`config.mk`:
```
export PLATFORM = sky130hd
export DESIGN_NAME = maze_tile_arbiter
export DESIGN_NICKNAME = d
export VERILOG_FILES = /design/src/rtl/maze_tile_arbiter.sv
export SDC_FILE = /design/constraint.sdc
export NUM_CORES = 1
export LEC_CHECK = 0
export CORE_ASPECT_RATIO = 0.5
export CORE_MARGIN = 2
export CORE_UTILIZATION = 30
export CTS_CLUSTER_DIAMETER = 40
export DETAILED_ROUTE_END_ITERATION = 8
export GPL_TIMING_DRIVEN = 0
export PLACE_DENSITY = 0.62
export SLEW_MARGIN = 10
export SYNTH_ARGS = -nofsm -noshare
export SYNTH_HDL_FRONTEND = slang
export SYNTH_SLANG_ARGS = --single-unit
```
`constraint.sdc`:
```
create_clock -name clk -period 7.5 [get_ports clk]
set_input_delay 1.5 -clock clk [delete_from_list [all_inputs] [get_ports clk]]
set_output_delay 1.5 -clock clk [all_outputs]
set_load 0.01 [all_outputs]
```
`src/rtl/maze_tile_arbiter.sv`:
```
// maze_tile_arbiter: shares the maze tile RAM port between video and game readers, clears eaten pellets, counts pellets left.
module maze_tile_arbiter #(
  parameter int COLS = 20,
  parameter int ROWS = 40,
  parameter int PELLET_TOTAL = 300
) (
  input  logic       clk,
  input  logic       rst,
  input  logic       vid_req,
  input  logic [9:0] vid_x,
  input  logic [9:0] vid_y,
  output logic       vid_valid,
  output logic [1:0] vid_tile,
  input  logic       pac_req,
  input  logic [9:0] pac_x,
  input  logic [9:0] pac_y,
  input  logic       pac_eat,
  output logic       pac_gnt,
  output logic       pac_done,
  output logic [1:0] pac_tile,
  input  logic       ghost_req,
  input  logic [9:0] ghost_x,
  input  logic [9:0] ghost_y,
  output logic       ghost_gnt,
  output logic       ghost_done,
  output logic [1:0] ghost_tile,
  output logic [9:0] ram_addr,
  output logic       ram_we,
  output logic [1:0] ram_wdata,
  input  logic [1:0] ram_rdata,
  input  logic       level_start,
  output logic [9:0] pellets_left,
  output logic       pellet_eaten,
  output logic       power_eaten,
  output logic       level_clear
);
  typedef enum logic [1:0] {IDLE, WAIT, WB, DONE} state_t;
  state_t state, state_n;
  logic sel, last_g, vid_oob, pick_g, cur_g, start, write, g_oob;
  logic [9:0] gx, gy, g_addr;
  logic [1:0] captured;
  function automatic logic [9:0] tile_addr(input logic [9:0] x, input logic [9:0] y);
    return 10'(y[9:3]) * 10'(COLS) + 10'(x[9:3]);
  endfunction
  function automatic logic off_grid(input logic [9:0] x, input logic [9:0] y);
    return x >= 10'(8 * COLS) || y >= 10'(8 * ROWS);
  endfunction
  // game requesters hold their inputs until done, so the live inputs of the selected port stay valid all transaction
  assign pick_g = ghost_req & (~pac_req | ~last_g);
  assign cur_g = state == IDLE ? pick_g : sel;
  assign gx = cur_g ? ghost_x : pac_x;
  assign gy = cur_g ? ghost_y : pac_y;
  assign g_addr = tile_addr(gx, gy);
  assign g_oob = off_grid(gx, gy);
  assign start = !rst && state == IDLE && !vid_req && (pac_req || ghost_req);
  assign write = !rst && state == WB && !vid_req;
  assign captured = g_oob ? 2'b01 : ram_rdata;
  always_comb begin
    state_n = state;
    case (state)
      IDLE: state_n = start ? WAIT : IDLE;
      WAIT: state_n = (!sel && pac_eat && captured[1]) ? WB : DONE;
      WB:   state_n = vid_req ? WB : DONE;
      default: state_n = IDLE;
    endcase
  end
  assign ram_we = write;
  assign ram_wdata = 2'b00;
  assign ram_addr = rst ? '0 : vid_req ? tile_addr(vid_x, vid_y) : ((start && !g_oob) || write) ? g_addr : '0;
  assign pac_gnt = start && !pick_g;
  assign ghost_gnt = start && pick_g;
  assign pac_done = !rst && state == DONE && !sel;
  assign ghost_done = !rst && state == DONE && sel;
  assign pellet_eaten = write && !pac_tile[0];
  assign power_eaten = write && pac_tile[0];
  assign vid_tile = (vid_valid && !vid_oob) ? ram_rdata : 2'b00;
  always_ff @(posedge clk) begin
    if (rst) begin
      state <= IDLE;
      sel <= 1'b0;
      last_g <= 1'b1;
      vid_valid <= 1'b0;
      vid_oob <= 1'b0;
      pac_tile <= 2'b00;
      ghost_tile <= 2'b00;
      pellets_left <= 10'(PELLET_TOTAL);
      level_clear <= PELLET_TOTAL == 0;
    end else begin
      state <= state_n;
      vid_valid <= vid_req;
      vid_oob <= off_grid(vid_x, vid_y);
      if (start) begin
        sel <= pick_g;
        last_g <= pick_g;
      end
      if (state == WAIT && !sel) pac_tile <= captured;
      if (state == WAIT && sel) ghost_tile <= captured;
      pellets_left <= level_start ? 10'(PELLET_TOTAL) : (write && pellets_left != 0) ? pellets_left - 10'd1 : pellets_left;
      level_clear <= pellets_left == 0;
    end
  end
endmodule

```
* Word level (Yosys, flattened, before mapping)
Cells that the tools add are included.
W data, S select, Z words.
** Word-level totals
- Register bits :: 21
- Output and inout port bits :: 37
- Logic and storage cells :: 71
- Input bits :: 69
** Cells by class
- Mux-type cells :: 12
- $add $sub $neg :: 3
- Multipliers :: 2
- Bitwise operators :: 4
- Reductions and logical operators :: 34
- Equality and inequality tests :: 3
- Magnitude comparators :: 4
** Operators with widths (count)
- $mux W10 :: 5
- $add A10 B7 Y10 :: 2
- $ge A10 B8 Y1 const B :: 2
- $ge A10 B9 Y1 const B :: 2
- $logic_and A1 B1 Y1 :: 19
- $mul A7 B3 Y8 const B :: 2
- $logic_not A10 Y1 :: 1
- $reduce_bool A10 Y1 :: 1
- $sub A10 B1 Y10 const B :: 1
- $logic_not A1 Y1 :: 7
- $pmux W2 S3 :: 1
- $eq A2 B2 Y1 const B :: 2
- $logic_or A1 B1 Y1 :: 4
- $mux W1 :: 4
- $mux W2 :: 2
- $eq A2 B1 Y1 const B :: 1
- $logic_not A2 Y1 :: 1
- $not A1 Y1 :: 2
- $reduce_or A2 Y1 :: 1
- $and A1 B1 Y1 :: 1
- $or A1 B1 Y1 :: 1

* Logic depth before layout (Yosys ltp)
- Depth in word-level cells :: 13
- Mapped depth :: 17
- Mapped depth without buffers :: 16

* Worst setup path after synthesis
Ideal clock, no wire load.
- Path kind :: input-to-output
- Start point :: input pac_req
- End point :: output ram_addr[8]
- Stages on the path :: 13
- Required time :: 6000 ps
- Data arrival time :: 4658 ps
- Slack :: 1342 ps
- Cell sequence :: nand2_1 a31oi_2 mux2_2 ha_1 ha_1 fa_1 ha_1 o21ai_0 o21bai_1 a221o_1 or3_1 nand3_1 a31oi_1
** On the way
- Cells in the longest elaborated chain, start to end :: 13
** RTL lines
- from (decl) :: line 14 : input logic pac_req,
- parallel branches: the longest is 10 deep, another holds $add A10 B7 Y10
- $mux W10 * (3 in series) :: line 69 : assign ram_addr = rst ? '0 : vid_req ? tile_addr(vid_x, vid_y) : ((start && !g_oob) || write) ? g_addr : '0;
- to (decl) :: line 27 : output logic [9:0] ram_addr,
Mark *: on every way between the ends.

* Final worst setup path
Same ends and word-level chain as after synthesis.

==> metrics.csv <==
metric,value,unit
coreArea,7460,µm²
synthToLayoutAreaGrowth,45.5,%
finalNonFillerCells,480,
end_kind,primary output,
total_leakage_power,1.35,nW
cts_tree,done,
drtIter0Drc,153,
fin_nets,477,
die_y,66.6,µm
hold_violations,0,
grt_antenna_before_repair,0,
vdd_drop_max,0.0724,mV
path_class,input port to primary output,
rsz0062_at_grt,no,
tightest_slew,819,ps
hold_start,ghost_tile[1],
tns,0,ps
p_total,0.558,mW
clock_latency,260,ps
cts_setup_buffers,0,
slew_violations,0,
ys.flop_type,dfxtp_1,
clkTransAtPathRegs,60,ps
r2r_setup_slack,5410,ps
layout-drive-gt1-share,6.99,%
synthDistinctLibCells,47,
firstDrtPassIters,4,
setup_viol,0,
vias,2337,
clock_skew,2.11,ps
worst-path-max-fanout,10,
cap_violations,0,
synth_edf_count,0,
timing.hold.ws,480,ps
io_buffers,84,
h-tree-depth,1,
crit_buf_inv,3,
syn_avg_cell_area,8.30,µm²
globalplace.congestion,0.884,
totalWireLength,6.74,mm
synthArstFlopShare,0,%
placed_area,3330,µm²
post-place-cells,476,
syn_area,2350,µm²
holdPathEnd,ghost_tile[1],
ant_nets,0,
rows,22,
grt_max_degree,13,
start_kind,input port,
grt_pass1_wl,11.1,mm
yosysWarnings,0,
grt.overflow.total,0,
die_area,8600,µm²
cts_hold_buf,0,
dpl.hpwl,5.70,mm
ys_ff_latch,21,
routedWlPerCell,14.0,µm
slew_headroom,45.0,%
cts_sinks,21,
root_buffer,clkbuf_16,
r2r_start,pellets_left[2],
ys_seq_area_share,17.9,%
cts_buffers,3,
ctsResizeCount,0,
period_share,97.0,%
fin_crit,7280,ps
drc,0,
cpLargestDelayFamily,adder cells,
power_density,163,nW/µm²
cp_slowest_cell,clkdlybuf4s50_1,
cp_data_arrival_time,5780,ps
whs_path_depth,2,
cts_buffer_depth,2,
first_global_vias,2319,
hp-class,register to register,
start_util,31.5,%
worstPathCellList,"clkdlybuf4s50_1, nand2_1, a31o_2, buf_2, mux2_2, ha_1, ha_1, fa_1, ha_1, o21ai_0, o21bai_1, a221o_1, or3_1, nand3_1, a31oi_1, clkdlybuf4s50_1",
gr-usage-all-layers,16.2,%
final_cell_area,3420,µm²
ioPinCount,106,
status,"finished, final reports clean",
r2r-end,pellets_left[4],
die_w,129,µm
netlist_instances,283,
reg2regPathDepth,6,
fmax,137,MHz
path_common_cell,ha_1,
required,6000,ps
viasPerCell,4.87,
n_antenna_cell,0,
cp_slowest_stage_delay,500,ps
==> worst register-to-register path: cells and delay by family (launching register included) <==
kind / cells / cell delay (ps)
DFF: 1 / 360
AOI/OAI and AO/OA: 1 / 230
and+or+nand+nor: 4 / 1240
xor gates and xnor gates: 1 / 150
==> stage by stage <==
| stage | utilization [%] | worst slack [ps] |
|---|---|---|
| after floorplan | - | 1340 |
| after detailed placement | 44.6 | 81.1 |
| after global placement | 44.6 | 87.5 |
| after CTS | 45.7 | 50.4 |
| after global routing | 45.8 | 20.0 |
| final | 45.8 | 224 |
==> flip-flops by register name, indices dropped and copies added (netlist names) <==
signal and count:
state 2, sel 1, last_g 1, pac_tile 2
ghost_tile 2, pellets_left 10, level_clear 1, vid_valid 1
vid_oob 1
==> cell type report <==
class | instances | area (µm²)
buffer | 8 | 38.8
clock buffer | 3 | 75.1
fill | 724 | 4040
multi-input combinational | 239 | 1840
tap | 108 | 135
inverter | 16 | 60.1
timing repair buffer | 84 | 841
sequential | 21 | 420
clock inverter | 1 | 5.00
==> kinds of logic (layout without fill, tap and decap cells) <==
group           after synthesis  after routing  synth area share [%]
simple gates                 84             84                  19.0
compound gates               72             72                  20.1
fa+ha+maj                    35             35                  19.9
xor+xnor                     27             27                  10.1
buf+inv                      24            112                  4.21
flops                        21             21                  17.9
mux                          19             19                  8.58
other cells                   1              2                 0.160
==> cell usage after synthesis, drive strengths merged, types with 2 or more instances <==
master	instances	area, µm²
xnor2	17	149
nand2	13	48.8
nand2b	5	31.3
dfxtp	21	420
nor2	23	86.3
o22ai	6	37.5
o211ai	2	20.0
a22o	2	17.5
a211oi	9	67.6
or3	4	26.3
a31oi	5	37.5
buf	4	23.8
a31o	2	17.5
o21bai	5	37.5
fa	4	80.1
and3b	2	17.5
a21oi	13	65.1
nor3	9	45.0
ha	31	388
inv	16	60.1
clkbuf	4	15.0
nor3b	3	22.5
xor2	10	87.6
or4	2	22.5
nor2b	5	31.3
o21ai	17	85.1
a21o	7	52.6
nand3	10	50.1
mux2i	10	100
a311oi	2	17.5
mux2	9	101
==> how the worst max path moves through the flow <==
stage,start,endpoint,slack [ps],cells after the start
floorplan,pac_req,ram_addr[8],1340,13
global route,pac_req,ram_addr[8],20,16
global placement,pac_req,ram_addr[8],90,15
finish,pac_req,ram_addr[8],220,16
detailed placement,pac_req,ram_addr[8],80,15
CTS,pac_req,ram_addr[8],50,15
==> report_power, final <==
| part | internal (mW) | switching, mW | total [mW] |
|---|---|---|---|
| Sequential | 0.116 | 0.00428 | 0.121 |
| Clock | 0.0717 | 0.0428 | 0.114 |
| Combinational | 0.161 | 0.162 | 0.322 |
| Total | 0.349 | 0.209 | 0.558 |
==> routing by layer <==
layer | wire [µm] | vias to the layer above | track usage, %
met5 | 0 | - | 0
met3 | 215 | 11 | 1.85
met4 | 105 | 0 | 5.30
met1 | 3230 | 1073 | 21.4
met2 | 3190 | 46 | 28.0
li1 | - | 1207 | -
==> cells in the final DEF (no fill, tap or decap), types with 13 or more instances in the layout <==
| cell type | instances |
|---|---|
| clkdlybuf4s50_1 | 84 |
| ha_1 | 31 |
| nor2_1 | 23 |
| dfxtp_1 | 21 |
| o21ai_0 | 17 |
| xnor2_1 | 17 |
| inv_1 | 16 |
| nand2_1 | 13 |
| a21oi_1 | 13 |
(Power assumes the default switching activity.)
